<file path="src/rtl/acc_stage_pkg.sv">
// Shared encodings, state type and default widths for the BIP accumulator stage.
package acc_stage_pkg;

   localparam int unsigned DATA_W_DEF = 16;
   localparam int unsigned IMM_W_DEF  = 11;
   localparam int unsigned ADDR_W_DEF = 11;

   localparam logic [1:0] SEL_A_MEM = 2'b00;
   localparam logic [1:0] SEL_A_IMM = 2'b01;
   localparam logic [1:0] SEL_A_RES = 2'b10;
   localparam logic [1:0] SEL_A_RSV = 2'b11;

   typedef enum logic [1:0] {
      IDLE   = 2'd0,
      MEM_RD = 2'd1,
      EXEC   = 2'd2
   } state_e;

   // An instruction reads memory for a memory load or a memory-sourced B operand.
   function automatic logic needs_mem(input logic [1:0] sel_a, input logic sel_b);
      return (sel_a == SEL_A_MEM) || ((sel_a == SEL_A_RES) && !sel_b);
   endfunction

endpackage

</file>
<file path="src/rtl/acc_stage_sign_ext.sv">
// Sign extension of an IN_W-bit immediate to OUT_W bits (requires OUT_W > IN_W).
module sign_ext #(
   parameter int unsigned IN_W  = 11,
   parameter int unsigned OUT_W = 16
) (
   input  logic [IN_W-1:0]  i_in,
   output logic [OUT_W-1:0] o_out
);

   assign o_out = {{(OUT_W - IN_W){i_in[IN_W-1]}}, i_in};

endmodule

</file>
<file path="src/rtl/acc_stage.sv">
// BIP accumulator stage: ACC register, operand drive for the arit unit, memory read handshake.
// Optional overflow flag output o_ovf is built when ACC_OVF_FLAG_EN is defined.
module acc_stage
   import acc_stage_pkg::*;
#(
   parameter int unsigned DATA_W = DATA_W_DEF,
   parameter int unsigned IMM_W  = IMM_W_DEF,
   parameter int unsigned ADDR_W = ADDR_W_DEF
) (
   input  logic              i_clk,
   input  logic              i_rst_n,
   input  logic              i_start,
   input  logic [1:0]        i_sel_a,
   input  logic              i_sel_b,
   input  logic              i_wr_acc,
   input  logic              i_op,
   input  logic [IMM_W-1:0]  i_imm,
   output logic              o_mem_rd_req,
   output logic [ADDR_W-1:0] o_mem_addr,
   input  logic              i_mem_rd_ack,
   input  logic [DATA_W-1:0] i_mem_rdata,
   output logic [DATA_W-1:0] o_acc,
   output logic [DATA_W-1:0] o_data,
   output logic              o_op,
   input  logic [DATA_W-1:0] i_res,
   output logic              o_busy,
   output logic              o_done,
   output logic              o_zero,
   output logic              o_neg
`ifdef ACC_OVF_FLAG_EN
   ,
   output logic              o_ovf
`endif
);

   state_e              r_state;
   logic [1:0]          r_sel_a;
   logic                r_sel_b;
   logic                r_wr_acc;
   logic                r_op_lat;
   logic [IMM_W-1:0]    r_imm;
   logic [DATA_W-1:0]   r_mem_op;
   logic [DATA_W-1:0]   r_acc;
   logic [DATA_W-1:0]   r_data;
   logic                r_op;
   logic                r_req;
   logic                r_busy;
   logic                r_done;

   logic [IMM_W-1:0]    w_imm_src;
   logic [DATA_W-1:0]   w_sext;
   logic                w_acc_we;
   logic [DATA_W-1:0]   w_acc_nxt;

   // In IDLE the operand is built from the live immediate so EXEC can be entered directly.
   assign w_imm_src = (r_state == IDLE) ? i_imm : r_imm;

   sign_ext #(
      .IN_W  (IMM_W),
      .OUT_W (DATA_W)
   ) u_sext (
      .i_in  (w_imm_src),
      .o_out (w_sext)
   );

   always_comb begin
      w_acc_we  = r_wr_acc && (r_sel_a != SEL_A_RSV);
      w_acc_nxt = i_res;
      case (r_sel_a)
         SEL_A_MEM: w_acc_nxt = r_mem_op;
         SEL_A_IMM: w_acc_nxt = w_sext;
         default:   w_acc_nxt = i_res;
      endcase
   end

`ifdef ACC_OVF_FLAG_EN
   logic r_ovf;
   logic w_ovf_nxt;

   assign w_ovf_nxt = (r_sel_a == SEL_A_RES) &&
                      (r_acc[DATA_W-1] == (r_data[DATA_W-1] ^ r_op)) &&
                      (i_res[DATA_W-1] != r_acc[DATA_W-1]);
   assign o_ovf     = r_ovf;
`endif

   always_ff @(posedge i_clk or negedge i_rst_n) begin
      if (!i_rst_n) begin
         r_state  <= IDLE;
         r_sel_a  <= SEL_A_MEM;
         r_sel_b  <= 1'b0;
         r_wr_acc <= 1'b0;
         r_op_lat <= 1'b0;
         r_imm    <= '0;
         r_mem_op <= '0;
         r_acc    <= '0;
         r_data   <= '0;
         r_op     <= 1'b0;
         r_req    <= 1'b0;
         r_busy   <= 1'b0;
         r_done   <= 1'b0;
`ifdef ACC_OVF_FLAG_EN
         r_ovf    <= 1'b0;
`endif
      end else begin
         unique case (r_state)
            IDLE: begin
               if (i_start) begin
                  r_sel_a  <= i_sel_a;
                  r_sel_b  <= i_sel_b;
                  r_wr_acc <= i_wr_acc;
                  r_op_lat <= i_op;
                  r_imm    <= i_imm;
                  r_busy   <= 1'b1;
                  if (needs_mem(i_sel_a, i_sel_b)) begin
                     r_state <= MEM_RD;
                     r_req   <= 1'b1;
                  end else begin
                     r_state <= EXEC;
                     r_done  <= 1'b1;
                     r_data  <= i_sel_b ? w_sext : r_mem_op;
                     r_op    <= i_op;
                  end
               end
            end
            MEM_RD: begin
               if (i_mem_rd_ack) begin
                  r_mem_op <= i_mem_rdata;
                  r_state  <= EXEC;
                  r_req    <= 1'b0;
                  r_done   <= 1'b1;
                  r_data   <= r_sel_b ? w_sext : i_mem_rdata;
                  r_op     <= r_op_lat;
               end
            end
            EXEC: begin
               r_state <= IDLE;
               r_done  <= 1'b0;
               r_busy  <= 1'b0;
               if (w_acc_we) begin
                  r_acc <= w_acc_nxt;
`ifdef ACC_OVF_FLAG_EN
                  r_ovf <= w_ovf_nxt;
`endif
               end
            end
            default: begin
               r_state <= IDLE;
               r_req   <= 1'b0;
               r_done  <= 1'b0;
               r_busy  <= 1'b0;
            end
         endcase
      end
   end

   assign o_mem_rd_req = r_req;
   assign o_mem_addr   = r_imm[ADDR_W-1:0];
   assign o_acc        = r_acc;
   assign o_data       = r_data;
   assign o_op         = r_op;
   assign o_busy       = r_busy;
   assign o_done       = r_done;
   assign o_zero       = (r_acc == '0);
   assign o_neg        = r_acc[DATA_W-1];

endmodule

</file>
<file path="config.mk">
export PLATFORM = sky130hd
export DESIGN_NAME = acc_stage
export DESIGN_NICKNAME = d
export VERILOG_FILES = /design/src/rtl/acc_stage_pkg.sv /design/src/rtl/acc_stage_sign_ext.sv /design/src/rtl/acc_stage.sv
export SDC_FILE = /design/constraint.sdc
export NUM_CORES = 1
export LEC_CHECK = 0
export BUFFER_PORTS_ARGS = -buffer_cell sky130_fd_sc_hd__buf_2
export CAP_MARGIN = 30
export CORE_MARGIN = 2
export CORE_UTILIZATION = 40
export CTS_CLUSTER_SIZE = 10
export DETAILED_ROUTE_END_ITERATION = 10
export PLACE_DENSITY = 0.66
export SLEW_MARGIN = 20
export SYNTH_ARGS = -nofsm -noshare
export SYNTH_HDL_FRONTEND = slang
export SYNTH_SLANG_ARGS = --single-unit
export TNS_END_PERCENT = 30
</file>
<file path="constraint.sdc">
create_clock -name i_clk -period 1.8 [get_ports i_clk]
set_clock_uncertainty 0.1 [all_clocks]
set_input_delay 0.54 -clock i_clk [delete_from_list [all_inputs] [get_ports i_clk]]
set_output_delay 0.54 -clock i_clk [all_outputs]
set_load 0.02 [all_outputs]
</file>
---- Word level (Yosys, flattened, before mapping) ----
Index checks and enable logic that the tools add are counted.
operators by class
  reduce and logical (&&, ||, !) cells .... 17
  $mul .................................... 0
  add/subtract/negate cells ............... 0
  equality and inequality tests ........... 9
  shifts and indexed selects .............. 0
  magnitude comparators ................... 0
  muxes and demuxes ....................... 26
  divide/modulo/power cells ............... 0
  bitwise gates (word level) .............. 2
operators by type and width
  operator                                               number
  2-to-1 mux 16 bit                                      5
  case mux 16 bit (2 select lines)                       2
  zero test 16 bit                                       1
  2-to-1 mux 11 bit                                      1
  2-to-1 mux 1 bit                                       10
  AND reduction 2 bit                                    5
  inequality test 2 bit, second input constant           4
  AND reduction 4 bit                                    2
  zero test 2 bit                                        3
  2-to-1 mux 2 bit                                       3
  case mux 1 bit (2 select lines)                        3
  == test 2 x 1 -> 1 bit, second input constant          2
  == test 2 bit, second input constant                   2
  case mux 2 bit (2 select lines)                        1
  case mux 1 bit (3 select lines)                        1
  AND reduction 3 bit                                    1
  logical AND 1 bit                                      2
  inequality test 2 x 1 -> 1 bit, second input constant  1
  NOT 1 bit                                              2
  nonzero test 2 bit                                     1
  zero test 1 bit                                        1
  logical OR 1 bit                                       1
word-level totals
  bits in latches ......................... 0
  bits in writable memories ............... 0
  ROM bits ................................ 0
  bits of input ports ..................... 52
  register bits after elaboration ......... 70
  memories ................................ 0
  logic and storage cells ................. 67
  output and inout port bits .............. 49

---- Longest topological paths before layout ----
Gate-level depths: netlist of the first run.
  depth in word-level cells ............... 6
  mapped depth ............................ 6
  depth with buffers taken out ............ 4

---- Cells and area by module ----
A second synthesis of the first run with hierarchy kept.
unflattened totals
  cell total of the unflattened synthesis .. 306
  area total of the unflattened synthesis .. 3832.4 um^2
modules (own cells, without submodules)
  module     seq. area each (um^2)  area an instance (um^2)  cells an instance  instances
  acc_stage  1751.7                 3712.3                   290                1
  sign_ext   0.0                    120.1                    16                 1

---- Worst setup path after synthesis of the first run ----
No wires, ideal clock.
  path type ............................... input to register
  start point ............................. input port i_sel_b
  end point ............................... register r_data[2] (netlist: o_data[2])
  arrival ................................. 1473 ps
  slack ................................... 108 ps
  setup time .............................. 119 ps
  required time ........................... 1581 ps
  stages on the path ...................... 5
  path through ............................ a21oi_1 a221oi_4 buf_6 o221ai_2 o21a_1
between the ends
  cells in the longest elaborated chain, start to end .. 5
  elaborated cells between the ends (all ways) .. 9
  classes of those cells .................. eq/ne: 1; mux: 4; reduce/logical: 4
RTL lines
  what                                    RTL line             text
  from (decl)                             acc_stage.sv:14      input logic i_sel_b,
  zero test 1 bit                         acc_stage_pkg.sv:21  return (sel_a == SEL_A_MEM) || ((sel_a == SEL_A_RES) && !sel_b);
  logical AND 1 bit                       acc_stage_pkg.sv:21
  logical OR 1 bit                        acc_stage_pkg.sv:21
  inequality test 2 bit (no source line)  -
  AND reduction 4 bit (no source line)    -
  to (signal assigned)                    acc_stage.sv:120     r_data <= i_sel_b ? w_sext : r_mem_op;
  to (signal assigned)                    acc_stage.sv:131     r_data <= r_sel_b ? w_sext : i_mem_rdata;
  to (decl)                               acc_stage.sv:44      logic [DATA_W-1:0] r_data;
Several ways; a longest one is shown, not always the timed one. The select of a mux whose other input is x is not followed.
A chain may end at the register's enable or synchronous reset.

---- Worst setup path after layout of the first run ----
  start point ............................. register r_acc[2] (netlist: o_acc[2])
  end point ............................... output port o_zero
between the ends
  cells in the longest elaborated chain, start to end .. 1
RTL lines
  what                    RTL line          text
  from (decl)             acc_stage.sv:43   logic [DATA_W-1:0] r_acc;
  from (signal assigned)  acc_stage.sv:140  r_acc <= w_acc_nxt;
  zero test 16 bit        acc_stage.sv:163  assign o_zero = (r_acc == '0);
  to (decl)               acc_stage.sv:28   output logic o_zero,
No other way between the ends.

==> results.md, run 1 <==
* Multi-input gate area at 0.001737 sq mm
* Clk root buf: clkbuf_8
* R2r startpoint: r_state[1]
* P_leak at between 0.002 and 0.0025 uW
* Via/cell ratio at 5.648
* Hold buffers post-CTS at 0
* Std-Cell Rows at 34
* Drt first pass iters at 8
* First-pass GRT wire length at between 15000 and 20000 um
* Drt total wl at approximately 11000 um
* Worst Max-Slew Pin Slew at between 0.6 and 0.7 ns
* Worst skew pair latency at about 0.34 ns
* Switching part of the total at between 40% and 50%
* Most used DFF post-synth: dfrtp_1
* Ports at slightly above 100
* Leading cell type in the layout, fill and taps excluded: buf_2
* Crit Path Max Fanout at 3
* M3 GR Usage at around 3.7%
* Pre-CTS setup slack at -0.04130 ns
* Largest net degree at the start of global routing at between 70 and 80
* Total Neg Setup Slack at -0.2477 ns
* Clock transition at the registers of the reported paths at 0.07 ns
* Share of cells above drive strength 1 at 49.01%
* Synthesis-to-layout area growth at 32.87%
* Routed Antenna Nets at 0
* Setup violators final at 4
* Num Clock Sinks at 70
* Pwr Density at 1473 mW/mm^2
* Worst EP arrival at between 1 and 1.5 ns
* Post-synthesis async set-or-reset flop share at 100.0%
* Port-buffer cells at 100
* Finished Layout Cells at between 500 and 600
* Hold crit path type: in -> async
* Status: finished with violations
* Max-slew violation count at 0
* Yosys reg bits at 70
* CP cell instances: nor4_1 > and4_1 > buf_4
* Setup repair after global routing missed its margin: yes
* Gpl congestion at 0.8499
* Mapped cell area at ~0.0036 sq mm
* Post-Layout Inst Area at ~0.0048 sq mm
* CTS tree: yes
* Initial DRC count at 310
* Crit path launch type: flop
* Largest stage delay on the critical path at 0.40 ns
* R2R setup slack at -0.03 ns
* Worst setup path class: reg -> out
* # diodes at 0
* Number of max-cap violations at 0
* Total Routing Usage GR at a little over a fifth
* Synth area leaders: dfrtp_1, mux2_2, a21oi_1, a222oi_1, mux2i_1
* Period Utilization, post-route at 111.2%
* Die area at ~0.01 sq mm
* Mapped Avg Cell Area at approximately 11 sq um
* Initial antenna violation count at 0
* Initial core utilization at approximately two fifths
* Number of cells produced by synthesis at about 320
* Vias at 3180
* Final hold violation count at 0
* Height of the die at 98.78 um
* Failing checks: negative setup slack
* FF+latch area at 0.001752 sq mm
* Leading area contributor after synthesis: dfrtp_1
* Internal power at 4169 uW
* Dpl hpwl at between 7000 and 8000 um
* Distinct cells, synth at 40
* Vias in the first global route at between 3000 and 4000
* Die width at between 90 and 100 um
* Total power at ~7000 uW
* CP required at approximately 1.2 ns
* Max VDD drop at 0.7221 mV
* Comb power frac at about 45%
* Grt met1 use at about 30%
* Inserted Clock Buffers at 9
* Clock power share at approximately 16%
* Seq/Total Area, Yosys at between 40% and 50%
* GR Layer Usage met2 at roughly a third
* Post-synth EDFFs at 0
* Final WS setup at -0.2020 ns
* Syn_nets at approximately 370
* Minimum clock period at 2.002 ns
* # H-tree levels at 3
* DP Area at ~0.0044 sq mm
* Core Footprint at roughly 0.0087 sq mm
* Worst Setup SP: o_acc[2]
* CP max-delay cell: dfrtp_1
* Reg power frac at around two fifths
* Gr busiest metal: met2
* NetSw at ~2900 uW
* Fillers at between 700 and 800
* Post-Place Cells at around 540
* DRC errors left at 0
* Worst slew margin at approximately 60%
* WL/cell at roughly 19 um
* Element type at the critical path end: primary output
* Yosys warning count at 0
* Yosys top cell area share at approximately half
* Net count, final at about 500
* Grt ovf at 0
* Fmax at 499.5 MHz
* Commonest non-fill, non-tap cells in the layout: buf_2, dfrtp_1, mux2_2
* Longest Clk Path Bufs at 2
## what timing repair did
| action | 4_1_cts | 5_1_grt |
|---|---|---|
| setup buffers | 1 | 5 |
| gates cloned | 0 | 3 |
| gates resized for setup | 6 | 17 |
| setup endpoints to repair | 12 | 42 |
| pin swaps | 9 | 16 |
## sequential cells by signal, indices dropped and copies added (netlist names), 2 cells and up
name and cells:
o_data 16, o_acc 16, r_mem_op 16, r_state 2, r_sel_a 2, o_mem_addr 11
## cells in the mapped netlist, types with 5 or more instances
| master | instances |
|---|---|
| dfrtp_1 | 70 |
| o21a_1 | 10 |
| o22ai_1 | 10 |
| clkbuf_1 | 9 |
| nor2_1 | 22 |
| nor2b_1 | 9 |
| mux2i_1 | 10 |
| o221ai_1 | 5 |
| o22ai_2 | 6 |
| o21ai_1 | 7 |
| buf_2 | 9 |
| a21oi_1 | 35 |
| inv_1 | 8 |
| nand2b_1 | 11 |
| o221ai_2 | 5 |
| nand2_1 | 9 |
| a222oi_1 | 10 |
| mux2_2 | 41 |
## cells by family after synthesis
| kind of cell | after synthesis | synth area share (%) |
|---|---|---|
| buf+inv | 33 | 4.596 |
| mux | 51 | 15.63 |
| compound gates | 104 | 22.01 |
| flops | 70 | 48.75 |
| simple gates | 63 | 9.018 |
## worst paths after layout
kind | endpoint | depth (start not counted)
setup / recovery | o_zero | 3
hold reg to reg | o_data[1] | 1
setup reg to reg | o_acc[5] | 6
max in group asynchronous | o_data[1] | 2
hold / removal | o_mem_addr[3] | 2
min in group i_clk | r_mem_op[15] | 2
## critical path: cells and delay by family (launching register included)
kind / cells / cell delay [ns]
buffers and inverters: 1 / 0.13
DFF: 1 / 0.40
and+or+nand+nor: 2 / 0.50
## metal layers
metal	vias up	routed length [um]
li1	1459	-
met1	1571	4561
met2	136	5079
met3	14	729
met4	0	156
met5	-	0
## cell type report
cell class                 count  area share [%]
inverter                       9          0.7075
multi-input combinational    218           36.37
clock inverter                 7          0.8648
tap                          108           2.830
sequential                    70           36.69
timing repair buffer         142           19.94
clock buffer                   9           2.594
## power by group through the flow
stage	sequential, uW	combinational (uW)	clock (uW)
floorplan	3180	1410	0
global placement	2740	2920	0
detailed placement	2760	2980	0
CTS	2730	3030	1120
global route	2830	3410	1190
finish	2750	3180	1110
## metrics by stage
| step | utilization [%] | hold WS (ns) |
|---|---|---|
| floorplan | - | 0.1444 |
| global placement | 50.49 | 0.3704 |
| detailed placement | 50.49 | 0.3754 |
| CTS | 52.70 | 0.1278 |
| global route | 54.75 | 0.1497 |
| finish | 54.75 | 0.1043 |
Power figures use the tool's default switching activity.
==> inputs of run 2 (changes only) <==
Settings changed: MAX_ROUTING_LAYER set to met4.
==> results.md, run 2 (synthesis gave the netlist of run 1 again) <==
* Routed Antenna Nets at 0 (unchanged)
* Crit Path Max Fanout at 3 (unchanged)
* Fillers at 780 (unchanged)
* Share of cells above drive strength 1 at 49.01% (unchanged)
* Vias in the first global route at 3174 (+0.25%)
* Failing checks: negative setup slack
* Inserted Clock Buffers at 9 (unchanged)
* Max-slew violation count at 0 (unchanged)
* Hold crit path type: in -> async
* Worst skew pair latency at 0.35 ns (about the same)
* Clk root buf: clkbuf_8
* Ports at 101 (unchanged)
* Pwr Density at 1473 mW/mm^2 (about the same)
* Grt ovf at 0 (unchanged)
* Max VDD drop at 0.7191 mV (-0.41%)
* Initial DRC count at 275 (-11%)
* Status: finished with violations
* Via/cell ratio at 5.716 (+1.2%)
* Setup violators final at 5 (+1)
* DRC errors left at 0 (unchanged)
* WL/cell at 18.68 um (about the same)
* Synthesis-to-layout area growth at 32.87% (unchanged)
* Hold buffers post-CTS at 0 (unchanged)
* Clock transition at the registers of the reported paths at 0.07 ns (about the same)
* Element type at the critical path end: primary output
* Dpl hpwl at 7252 um (unchanged)
* Crit path launch type: flop
* Die width at 98.78 um (unchanged)
* Core Footprint at 0.008721 sq mm (unchanged)
* CP required at 1.16 ns (about the same)
* Final hold violation count at 0 (unchanged)
* # H-tree levels at 3 (unchanged)
* First-pass GRT wire length at 16260 um (about the same)
* Worst EP arrival at 1.37 ns (about the same)
* Pre-CTS setup slack at -0.04130 ns (unchanged)
* Leading cell type in the layout, fill and taps excluded: buf_2
* Height of the die at 98.78 um (unchanged)
* Commonest non-fill, non-tap cells in the layout: buf_2, dfrtp_1, mux2_2
* Gpl congestion at 0.8633 (+1.6%)
* Hold Slack at 0.09680 ns (-0.007537 ns)
* Vias at 3218 (+1.2%)
* Drt first pass iters at 7 (-1)
* Initial core utilization at 41.21% (unchanged)
* # diodes at 0 (unchanged)
* Num Clock Sinks at 70 (unchanged)
* Longest Clk Path Bufs at 2 (unchanged)
* Drt total wl at 10520 um (about the same)
* Initial antenna violation count at 0 (unchanged)
* Total Neg Setup Slack at -0.2516 ns (-0.003846 ns)
* Worst Max-Slew Pin Slew at 0.6165 ns (+0.01306 ns)
* Total Routing Usage GR at 21.52% (+0.66 points)
* Worst slew margin at 58.86% (-0.87 points)
* Setup repair after global routing missed its margin: yes
* Largest net degree at the start of global routing at 71 (unchanged)
* Std-Cell Rows at 34 (unchanged)
* P_leak at 0.002106 uW (unchanged)
* CTS tree: yes
* Fmax at 498.6 MHz (-0.19%)
* Number of max-cap violations at 0 (unchanged)
* Worst setup path class: reg -> out
* Minimum clock period at 2.006 ns (+0.003848 ns)
* Net count, final at 502 (unchanged)
* Total power at 7034 uW (about the same)
* Die area at 0.009757 sq mm (unchanged)
* Final WS setup at -0.2058 ns (-0.003848 ns)
* Period Utilization, post-route at 111.4% (+0.21 points)
* Port-buffer cells at 100 (unchanged)
==> run 2: cell counts in the layout (fill, tap and decap cells not counted) <==
Identical to the previous run, type by type.
==> run 2: final timing paths <==
kind / start / end / slack [ns] / cells past startpoint
min in group i_clk: i_mem_rdata[15] / r_mem_op[15] / 0.34 / 2
max reg2reg: r_state[0] / o_acc[5] / -0.03 / 6
min reg2reg: o_data[1] / o_data[1] / 0.39 / 1
max in group asynchronous: i_rst_n / o_acc[4] / 1.18 / 2
min: i_rst_n / o_mem_addr[3] / 0.1 / 2
max: o_acc[2] / o_zero / -0.21 / 3
==> run 2: worst max-delay path, cell delays in order (launching register included) <==
cell     delay [ns]
dfrtp_1        0.40
nor4_1         0.28
and4_1         0.22
buf_4          0.13
==> run 2: per-stage QoR <==
stage          instance area, sq um  cells  util (%)
2_1_floorplan                  3593    321         -
3_3_place_gp                   4403    538     50.49
3_5_place_dp                   4403    538     50.49
4_1_cts                        4596    555     52.70
5_1_grt                        4775    563     54.75
6_report                       4775    563     54.75
==> run 2: layout make-up <==
| class | count | area [sq um] | area share (%) |
|---|---|---|---|
| flip-flops and latches | 70 | 1752 | 36.69 |
| inverters | 9 | 33.78 | 0.7075 |
| repair buffers | 142 | 952.2 | 19.94 |
| multi-input cells | 218 | 1737 | 36.37 |
| clock inverters | 7 | 41.29 | 0.8648 |
| well taps | 108 | 135.1 | 2.830 |
| clock buffers | 9 | 123.9 | 2.594 |
==> run 2: report_power, final <==
part           switching (uW)  internal, uW
registers                 531          2220
logic                    1720          1460
clock network             618           490
total                    2870          4170
==> run 2: routing by layer <==
metal,track usage (%),wire (um)
met1,30.08,4537
met5,-,0
met2,32.64,5083
met3,3.262,697
met4,6.428,201
==> run 2: what timing repair did <==
action / 4_1_cts / 5_1_grt
pin swaps: 9 / 16
setup buffers: 1 / 5
resized for setup: 6 / 17
cloned: 0 / 3
setup endpoints to repair: 12 / 42
